[config.mk]
export PLATFORM = sky130hd
export DESIGN_NAME = imem_loader
export DESIGN_NICKNAME = d
export VERILOG_FILES = /design/src/rtl/imem_loader_pkg.sv /design/src/rtl/imem_loader_byte_packer.sv /design/src/rtl/imem_loader.sv
export SDC_FILE = /design/constraint.sdc
export NUM_CORES = 1
export LEC_CHECK = 0
export ABC_AREA = 1
export BUFFER_PORTS_ARGS = -buffer_cell sky130_fd_sc_hd__buf_2
export CAP_MARGIN = 15
export CORE_MARGIN = 10
export CORE_UTILIZATION = 54
export DETAILED_ROUTE_END_ITERATION = 10
export MAX_ROUTING_LAYER = met4
export PLACE_DENSITY = 0.79
export SYNTH_ARGS = -nofsm -noshare
export SYNTH_HDL_FRONTEND = slang
export SYNTH_SLANG_ARGS = --single-unit
[constraint.sdc]
create_clock -name clk -period 3.3 [get_ports clk]
set_input_delay 0.66 -clock clk [delete_from_list [all_inputs] [get_ports clk]]
set_output_delay 0.66 -clock clk [all_outputs]
set_load 0.01 [all_outputs]
[src/rtl/imem_loader_pkg.sv]
// Shared types and constants for the instruction-memory loader.
// IMEM_LOADER_CHECKSUM_EN adds the trailing XOR checksum state.
package imem_loader_pkg;

  localparam int unsigned DEF_ADDR_W     = 10;
  localparam int unsigned HDR_BYTES      = 2;
  localparam int unsigned BYTES_PER_WORD = 4;

  typedef enum logic [2:0] {
    S_HDR_HI = 3'd0,
    S_HDR_LO = 3'd1,
    S_DATA   = 3'd2,
    S_WRITE  = 3'd3,
    S_DONE   = 3'd4,
`ifdef IMEM_LOADER_CHECKSUM_EN
    S_ERROR  = 3'd5,
    S_CHECK  = 3'd6
`else
    S_ERROR  = 3'd5
`endif
  } state_t;

endpackage

[src/rtl/imem_loader_byte_packer.sv]
// Packs a byte stream into 32-bit big-endian words; word_valid flags the
// byte that completes a word.
module byte_packer
  import imem_loader_pkg::*;
(
  input  logic        clk,
  input  logic        rst,
  input  logic        i_clr,
  input  logic        i_shift,
  input  logic [7:0]  i_byte,
  output logic [31:0] o_word,
  output logic        o_word_valid
);

  logic [31:0] r_word;
  logic [1:0]  r_cnt;

  always_ff @(posedge clk) begin
    if (rst || i_clr) begin
      r_word <= '0;
      r_cnt  <= '0;
    end else if (i_shift) begin
      r_word <= {r_word[23:0], i_byte};
      r_cnt  <= r_cnt + 2'd1;
    end
  end

  assign o_word       = r_word;
  assign o_word_valid = i_shift && (r_cnt == 2'(BYTES_PER_WORD - 1));

endmodule

[src/rtl/imem_loader.sv]
// Byte-stream instruction image loader: header N, then 4*N big-endian bytes.
// Optional trailing checksum byte when IMEM_LOADER_CHECKSUM_EN is defined.
module imem_loader
  import imem_loader_pkg::*;
#(
  parameter int unsigned ADDR_W = DEF_ADDR_W
) (
  input  logic              clk,
  input  logic              rst,
  input  logic              start,
  input  logic              in_valid,
  input  logic [7:0]        in_data,
  output logic              in_ready,
  output logic              mem_we,
  output logic [ADDR_W-1:0] mem_addr,
  output logic [31:0]       mem_wdata,
  output logic              cpu_run,
  output logic              done,
  output logic              error,
  output logic [ADDR_W:0]   words_loaded
);

  state_t        r_state, w_next;
  logic [15:0]   r_n;
  logic [15:0]   w_n;
  logic [ADDR_W:0] r_words;
  logic          w_xfer, w_clr, w_shift, w_word_valid;
  logic [31:0]   w_word;
`ifdef IMEM_LOADER_CHECKSUM_EN
  logic [7:0]    r_xor;
`endif

  assign w_xfer  = in_valid && in_ready;
  assign w_clr   = start && (r_state == S_DONE || r_state == S_ERROR);
  assign w_shift = w_xfer && (r_state == S_DATA);
  assign w_n     = {r_n[15:8], in_data};

  byte_packer u_packer (
    .clk          (clk),
    .rst          (rst),
    .i_clr        (w_clr),
    .i_shift      (w_shift),
    .i_byte       (in_data),
    .o_word       (w_word),
    .o_word_valid (w_word_valid)
  );

  always_ff @(posedge clk) begin
    if (rst) r_state <= S_HDR_HI;
    else     r_state <= w_next;
  end

  always_comb begin
    w_next = r_state;
    case (r_state)
      S_HDR_HI: if (w_xfer) w_next = S_HDR_LO;
      S_HDR_LO: if (w_xfer) begin
`ifdef IMEM_LOADER_CHECKSUM_EN
        if (w_n == 16'd0)                          w_next = S_CHECK;
`else
        if (w_n == 16'd0)                          w_next = S_DONE;
`endif
        else if (32'(w_n) > (32'd1 << ADDR_W))     w_next = S_ERROR;
        else                                       w_next = S_DATA;
      end
      S_DATA:   if (w_word_valid) w_next = S_WRITE;
      S_WRITE: begin
        if (32'(r_words) + 32'd1 < 32'(r_n)) w_next = S_DATA;
`ifdef IMEM_LOADER_CHECKSUM_EN
        else                                 w_next = S_CHECK;
`else
        else                                 w_next = S_DONE;
`endif
      end
      S_DONE, S_ERROR: if (start) w_next = S_HDR_HI;
`ifdef IMEM_LOADER_CHECKSUM_EN
      S_CHECK: if (w_xfer) w_next = (in_data == r_xor) ? S_DONE : S_ERROR;
`endif
      default:  w_next = S_HDR_HI;
    endcase
  end

  always_ff @(posedge clk) begin
    if (rst || w_clr) begin
      r_n     <= '0;
      r_words <= '0;
`ifdef IMEM_LOADER_CHECKSUM_EN
      r_xor   <= '0;
`endif
    end else begin
      if (w_xfer && r_state == S_HDR_HI) r_n[15:8] <= in_data;
      if (w_xfer && r_state == S_HDR_LO) r_n[7:0]  <= in_data;
      if (r_state == S_WRITE)            r_words   <= r_words + 1'b1;
`ifdef IMEM_LOADER_CHECKSUM_EN
      if (w_shift)                       r_xor     <= r_xor ^ in_data;
`endif
    end
  end

  // Outputs decode the registered state only, never in_valid.
  always_comb begin
    in_ready = 1'b0;
    case (r_state)
      S_HDR_HI, S_HDR_LO, S_DATA: in_ready = 1'b1;
`ifdef IMEM_LOADER_CHECKSUM_EN
      S_CHECK:                    in_ready = 1'b1;
`endif
      default:                    in_ready = 1'b0;
    endcase
  end

  assign mem_we       = (r_state == S_WRITE);
  assign mem_addr     = r_words[ADDR_W-1:0];
  assign mem_wdata    = w_word;
  assign done         = (r_state == S_DONE);
  assign cpu_run      = (r_state == S_DONE);
  assign error        = (r_state == S_ERROR);
  assign words_loaded = r_words;

endmodule

# --- After elaboration in Yosys (flattened, before gate mapping) ---
# Index checks and enable logic that the tools add are counted.
op_classes:
  add_sub_neg: 3
  magnitude_cmp: 2
  n_eq_ne: 10
  muxes: 9
  reduce_logical: 13
op_table:
  columns: ["cell", "n"]
  rows:
  - ["two-way mux 3 bit", 7]
  - ["> comparator 16 x 11 -> 1 bit (second input constant)", 1]
  - ["logical NOT 16 bit", 1]
  - ["< comparator 12 x 16 -> 1 bit", 1]
  - ["case mux 3 bit (5 select lines)", 1]
  - ["adder 11 x 1 -> 12 bit (second input constant)", 1]
  - ["adder 11 x 1 -> 11 bit (second input constant)", 1]
  - ["== test 3 x 2 -> 1 bit (second input constant)", 2]
  - ["== test 3 bit (second input constant)", 2]
  - ["logical AND 1 bit", 6]
  - ["!= test 2 bit (second input constant)", 3]
  - ["AND reduction 4 bit", 1]
  - ["== test 3 x 1 -> 1 bit (second input constant)", 1]
  - ["logical NOT 3 bit", 1]
  - ["OR reduction 3 bit", 1]
  - ["adder 2 x 1 -> 2 bit (second input constant)", 1]
  - ["== test 2 bit (second input constant)", 1]
  - ["logical OR 1 bit", 2]
  - ["!= test 2 x 1 -> 1 bit (second input constant)", 1]
  - ["OR reduction 2 bit", 1]
  - ["two-way mux 1 bit", 1]
word_totals:
  ff_bits: 64
  input_bits: 12
  out_inout_bits: 58
  wordCells: 43

# --- Longest topological paths before layout ---
logic_depth:
  depth_word: 8
  depth_mapped: 19
  depth_no_buf: 19

# --- Modules after synthesis ---
# A second synthesis with hierarchy kept.
unflattened:
  hier_cells: 495
  area_unflattened_um2: 3329.4
modules_own_cells:
  columns: ["module", "instances", "cells_per_inst", "area_per_inst_um2", "seq_area_each_um2"]
  rows:
  - ["imem_loader", 1, 277, 1894.3, 600.6]
  - ["byte_packer", 1, 218, 1435.1, 680.7]

# --- Worst setup path before layout ---
# OpenSTA, ideal clock, no wires.
synth_path:
  path_type: "reg2reg"
  startpoint: "register r_words[0] (netlist: words_loaded[0])"
  endpoint: "register r_state[2]"
  setup_ns: 0.070
  t_arrival_ns: 2.406
  required_ns: 3.230
  setup_slack_ns: 0.824
  stages_incl_launch_ff: 19
  path_buffers: 0
  synth_period_minus_slack_ns: 2.476
  cell_sequence: "dfxtp_1 ha_1 nand2_1 nor2_1 nand2_1 nor2_1 nand2_1 nor3b_2 xor2_1 inv_1 ha_1 nand2_1 o21ai_0 nand4_1 nand2_1 nand2_1 nand2_1 nand2_1 a21oi_1"
synth_between:
  elab_chain_len: 4
synth_rtl:
  columns: ["item", "line", "rtl"]
  rows:
  - ["start: declaration", "imem_loader.sv:26", "logic [ADDR_W:0] r_words;"]
  - ["start signal: assignment", "imem_loader.sv:93", "if (r_state == S_WRITE) r_words <= r_words + 1'b1;"]
  - ["adder 11 x 1 -> 12 bit", "imem_loader.sv:68", "if (32'(r_words) + 32'd1 < 32'(r_n)) w_next = S_DATA;"]
  - ["< comparator 12 x 16 -> 1 bit", "imem_loader.sv:68", null]
  - ["two-way mux 3 bit", "imem_loader.sv:68", null]
  - ["case mux 3 bit (5 select lines)", "imem_loader.sv:55", "case (r_state)"]
  - ["end signal: assignment", "imem_loader.sv:50", "else r_state <= w_next;"]
  - ["end: declaration", "imem_loader.sv:23", "state_t r_state, w_next;"]
# Every way passes these cells.
# A chain may end at the register's enable or synchronous reset.

# --- Worst setup path in the final report ---
# Same ends and word-level chain as after synthesis.

==> run_summary.xml <==
<?xml version="1.0" encoding="UTF-8"?>
<metrics>
  <group name="floorplanning">
    <metric name="std_cell_rows" unit="">28</metric>
    <metric name="ioPinCount" unit="">70</metric>
    <metric name="core_area" unit="sq um">5850</metric>
    <metric name="die_y" unit="um">97.2</metric>
    <metric name="die_width" unit="um">97.2</metric>
    <metric name="design.die.area" unit="sq um">9450</metric>
    <metric name="initial_utilization" unit="%">55.0</metric>
  </group>
  <group name="worst_setup_path">
    <metric name="worst_reg_to_reg_cells" unit="">18</metric>
    <metric name="timing.critical_path.from" unit="">words_loaded[0]</metric>
    <metric name="timing.critical_path.fanout_max" unit="">6</metric>
    <metric name="crit-reg2reg-capture" unit="">r_state[2]</metric>
    <metric name="worstSetupEndpointType" unit="">flop</metric>
    <metric name="reg2reg_slack" unit="ns">0.63</metric>
    <metric name="arrival" unit="ns">2.96</metric>
    <metric name="setup.worst_path.end" unit="">r_state[2]</metric>
    <metric name="cp.required" unit="ns">3.58</metric>
    <metric name="r2r-start" unit="">words_loaded[0]</metric>
    <metric name="timing.critical_path.from_type" unit="">flop</metric>
    <metric name="worst-setup-path-type" unit="">reg -&gt; reg</metric>
  </group>
  <group name="timing">
    <metric name="fin_crit_share" unit="%">81.0</metric>
    <metric name="final-hold-violation-count" unit="">0</metric>
    <metric name="clock-skew-final" unit="ns">0.00631</metric>
    <metric name="max_clock_freq" unit="MHz">374</metric>
    <metric name="slew-limit-headroom" unit="%">47.9</metric>
    <metric name="grt_setup_unrepaired" unit="">false</metric>
    <metric name="min_period" unit="ns">2.67</metric>
    <metric name="worst-slew-pin-transition" unit="ns">0.781</metric>
    <metric name="setup_total_negative_slack" unit="ns">0</metric>
    <metric name="setup_viol_count_final" unit="">0</metric>
    <metric name="final-max-slew-violation-count" unit="">0</metric>
  </group>
  <group name="logic_synthesis">
    <metric name="post_synth_main_area_contributors" unit="">sky130_fd_sc_hd__dfxtp_1 (40%), sky130_fd_sc_hd__nand2_1 (11%), sky130_fd_sc_hd__a21oi_2 (8.4%), sky130_fd_sc_hd__nand3_1 (7.5%), sky130_fd_sc_hd__a21oi_1 (5.3%)</metric>
    <metric name="synth_edf_count" unit="">0</metric>
    <metric name="synth.cell_area" unit="sq um">3220</metric>
    <metric name="cell_types_with_the_highest_counts_after_synthesis" unit="">sky130_fd_sc_hd__nand2_1 (94), sky130_fd_sc_hd__dfxtp_1 (64), sky130_fd_sc_hd__nand3_1 (48), sky130_fd_sc_hd__a21oi_1 (34), sky130_fd_sc_hd__a21oi_2 (31)</metric>
    <metric name="post-synth-top-area-cell" unit="">sky130_fd_sc_hd__dfxtp_1</metric>
    <metric name="ys_ff_latch" unit="">64</metric>
    <metric name="synthesis.nets" unit="">443</metric>
    <metric name="synthDistinctLibCells" unit="">30</metric>
    <metric name="netlist_instances" unit="">418</metric>
    <metric name="top_reg_cell_synth" unit="">sky130_fd_sc_hd__dfxtp_1</metric>
    <metric name="syn_area_per_cell" unit="sq um">7.70</metric>
    <metric name="synth.top_cell.area_share" unit="%">39.8</metric>
    <metric name="ys_warn_count" unit="">0</metric>
    <metric name="postSynth.asyncResetShare" unit="%">0</metric>
    <metric name="sequential_fraction_of_the_synthesis_area" unit="%">39.8</metric>
    <metric name="post-synth-top-count-cell" unit="">sky130_fd_sc_hd__nand2_1</metric>
  </group>
  <group name="power">
    <metric name="leakage" unit="nW">1.57</metric>
    <metric name="ir_worst_vdd" unit="mV">0.289</metric>
    <metric name="power_density" unit="nW/um^2">607</metric>
  </group>
  <group name="finish">
    <metric name="filler_cell_count" unit="">543</metric>
    <metric name="syn2layout_area_growth" unit="%">15.0</metric>
    <metric name="antenna_cells_inserted" unit="">0</metric>
    <metric name="post-route-cell-area" unit="sq um">3700</metric>
    <metric name="nets" unit="">495</metric>
    <metric name="final_layout_size_suffix_gt1_share" unit="%">27.8</metric>
  </group>
  <group name="clocking">
    <metric name="holdBufCountCts" unit="">0</metric>
    <metric name="cts_htree_levels" unit="">3</metric>
    <metric name="numCtsBuffers" unit="">9</metric>
    <metric name="clk_path_buf_depth" unit="">2</metric>
    <metric name="clock_insertion_delay_worst_skew" unit="ns">0.35</metric>
    <metric name="cts-resized-gates" unit="">0</metric>
    <metric name="cts.reportedPaths.clkPinSlew" unit="ns">0.07</metric>
    <metric name="cts_setup_buffers" unit="">0</metric>
    <metric name="number_of_sinks_handled_by_clock_tree_synthesis" unit="">64</metric>
    <metric name="tritoncts" unit="">built</metric>
    <metric name="cts-root-buf" unit="">sky130_fd_sc_hd__clkbuf_8</metric>
  </group>
  <group name="run">
    <metric name="timing.max_cap.violations" unit="">0</metric>
  </group>
  <group name="global_route">
    <metric name="grt_antenna_before_repair" unit="">0</metric>
    <metric name="number_of_global_route_vias_before_repair" unit="">2799</metric>
    <metric name="grtUsageTotal" unit="%">16.7</metric>
    <metric name="grt_start_max_net_pins" unit="">35</metric>
    <metric name="grt_pass1_wl" unit="um">13100</metric>
    <metric name="grt_overflow" unit="">0</metric>
  </group>
  <group name="routing">
    <metric name="postRouteWirelength" unit="um">7770</metric>
    <metric name="viasPerCell" unit="">5.34</metric>
    <metric name="first_iteration_detailed_routing_drc_count" unit="">149</metric>
    <metric name="route.detailed.drc" unit="">0</metric>
    <metric name="wl_per_cell" unit="um">14.1</metric>
    <metric name="vias_post_dr" unit="">2939</metric>
    <metric name="drt_pre_antenna_iters" unit="">4</metric>
    <metric name="ant_nets" unit="">0</metric>
  </group>
  <group name="placement">
    <metric name="hpwlAfterDp" unit="um">5550</metric>
    <metric name="gpl.final_weighted_congestion" unit="">0.857</metric>
    <metric name="post_dp_cell_area" unit="sq um">3510</metric>
    <metric name="buffer_ports.inserted" unit="">69</metric>
  </group>
  <group name="status">
    <metric name="result_of_the_run" unit="">finished clean</metric>
  </group>
  <group name="min_path">
    <metric name="hp-class" unit="">reg -&gt; reg</metric>
  </group>
</metrics>
registers in the layout (all words and copies together) (netlist names):
register	count
r_n	16
r_state	3
u_packer.o_word	32
words_loaded	11
u_packer.r_cnt	2
layout make-up:
class                           count  area [sq um]  area share, %
Multi-Input combinational cell    288          1620           43.6
Tap cell                           75          93.8           2.53
Timing Repair Buffer               73           388           10.5
Sequential cell                    64          1280           34.6
Clock buffer                       11           141           3.82
Clock inverter                      5          56.3           1.52
Inverter                           34           128           3.45
power by group:
part | internal, mW | switching (mW)
clock network | 0.368 | 0.310
registers | 0.839 | 0.0639
logic | 0.224 | 0.444
routing by layer:
metal	up-vias	track usage [%]	share of wire (%)
met3	13	7.33	8.7
li1	1478	-	-
met4	0	5.59	1.4
met1	1355	18.9	43
met5	-	-	0
met2	93	25.9	46
cell families (layout without fill, tap and decap cells):
| kind of cell | Yosys count | count (layout) | synth area share [%] |
|---|---|---|---|
| fa+ha+maj | 13 | 13 | 5.05 |
| flops | 64 | 64 | 39.8 |
| buf+inv | 66 | 123 | 10.1 |
| xor+xnor | 10 | 10 | 2.72 |
| simple gates | 187 | 187 | 25.7 |
| compound gates | 78 | 78 | 16.7 |
cell usage in the layout (no fill, tap or decap), drive strengths merged:
master / count
a211oi: 2
o21bai: 1
bufinv: 1
nand2: 96
ha: 13
xor2: 9
o21a: 1
clkinv: 3
xnor2: 1
dfxtp: 64
nor2: 28
a21oi: 66
clkinvlp: 1
inv: 34
buf: 73
o221ai: 1
o21ai: 7
clkbuf: 11
nand4: 10
nand3: 48
nor3: 4
nor3b: 1
per-stage QoR:
stage	total power, mW	cells	setup slack, ns	util (%)	hold slack (ns)
after CTS	2.26	550	0.607	63.3	0.465
final	2.25	550	0.627	63.3	0.460
after detailed placement	1.59	534	0.621	59.9	0.450
after global placement	1.57	534	0.750	59.9	0.447
after floorplan	1.44	418	0.824	-	0.441
after global routing	2.39	550	0.214	63.3	0.490
worst min path at each step:
stage,startpoint,endpoint,cells past startpoint
floorplan,r_n[1],r_n[1],2
global placement,u_packer.o_word[29],u_packer.o_word[29],2
detailed placement,u_packer.o_word[25],u_packer.o_word[25],2
CTS,r_n[3],r_n[3],2
global route,u_packer.o_word[28],u_packer.o_word[28],2
finish,r_n[3],r_n[3],2
critical path, cell delays in order (launching register included):
cell and delay, ns:
sky130_fd_sc_hd__dfxtp_1 0.44, sky130_fd_sc_hd__ha_1 0.22, sky130_fd_sc_hd__nand2_1 0.06, sky130_fd_sc_hd__nor2_1 0.15, sky130_fd_sc_hd__nand2_1 0.09, sky130_fd_sc_hd__nor2_1 0.13
sky130_fd_sc_hd__nand2_1 0.11, sky130_fd_sc_hd__nor3b_2 0.18, sky130_fd_sc_hd__xor2_1 0.21, sky130_fd_sc_hd__inv_1 0.07, sky130_fd_sc_hd__ha_1 0.27, sky130_fd_sc_hd__nand2_1 0.05
sky130_fd_sc_hd__o21ai_0 0.18, sky130_fd_sc_hd__nand4_1 0.13, sky130_fd_sc_hd__nand2_1 0.09, sky130_fd_sc_hd__nand2_1 0.05, sky130_fd_sc_hd__nand2_1 0.05, sky130_fd_sc_hd__nand2_1 0.04
sky130_fd_sc_hd__a21oi_1 0.11
Power figures use the tool's default switching activity.
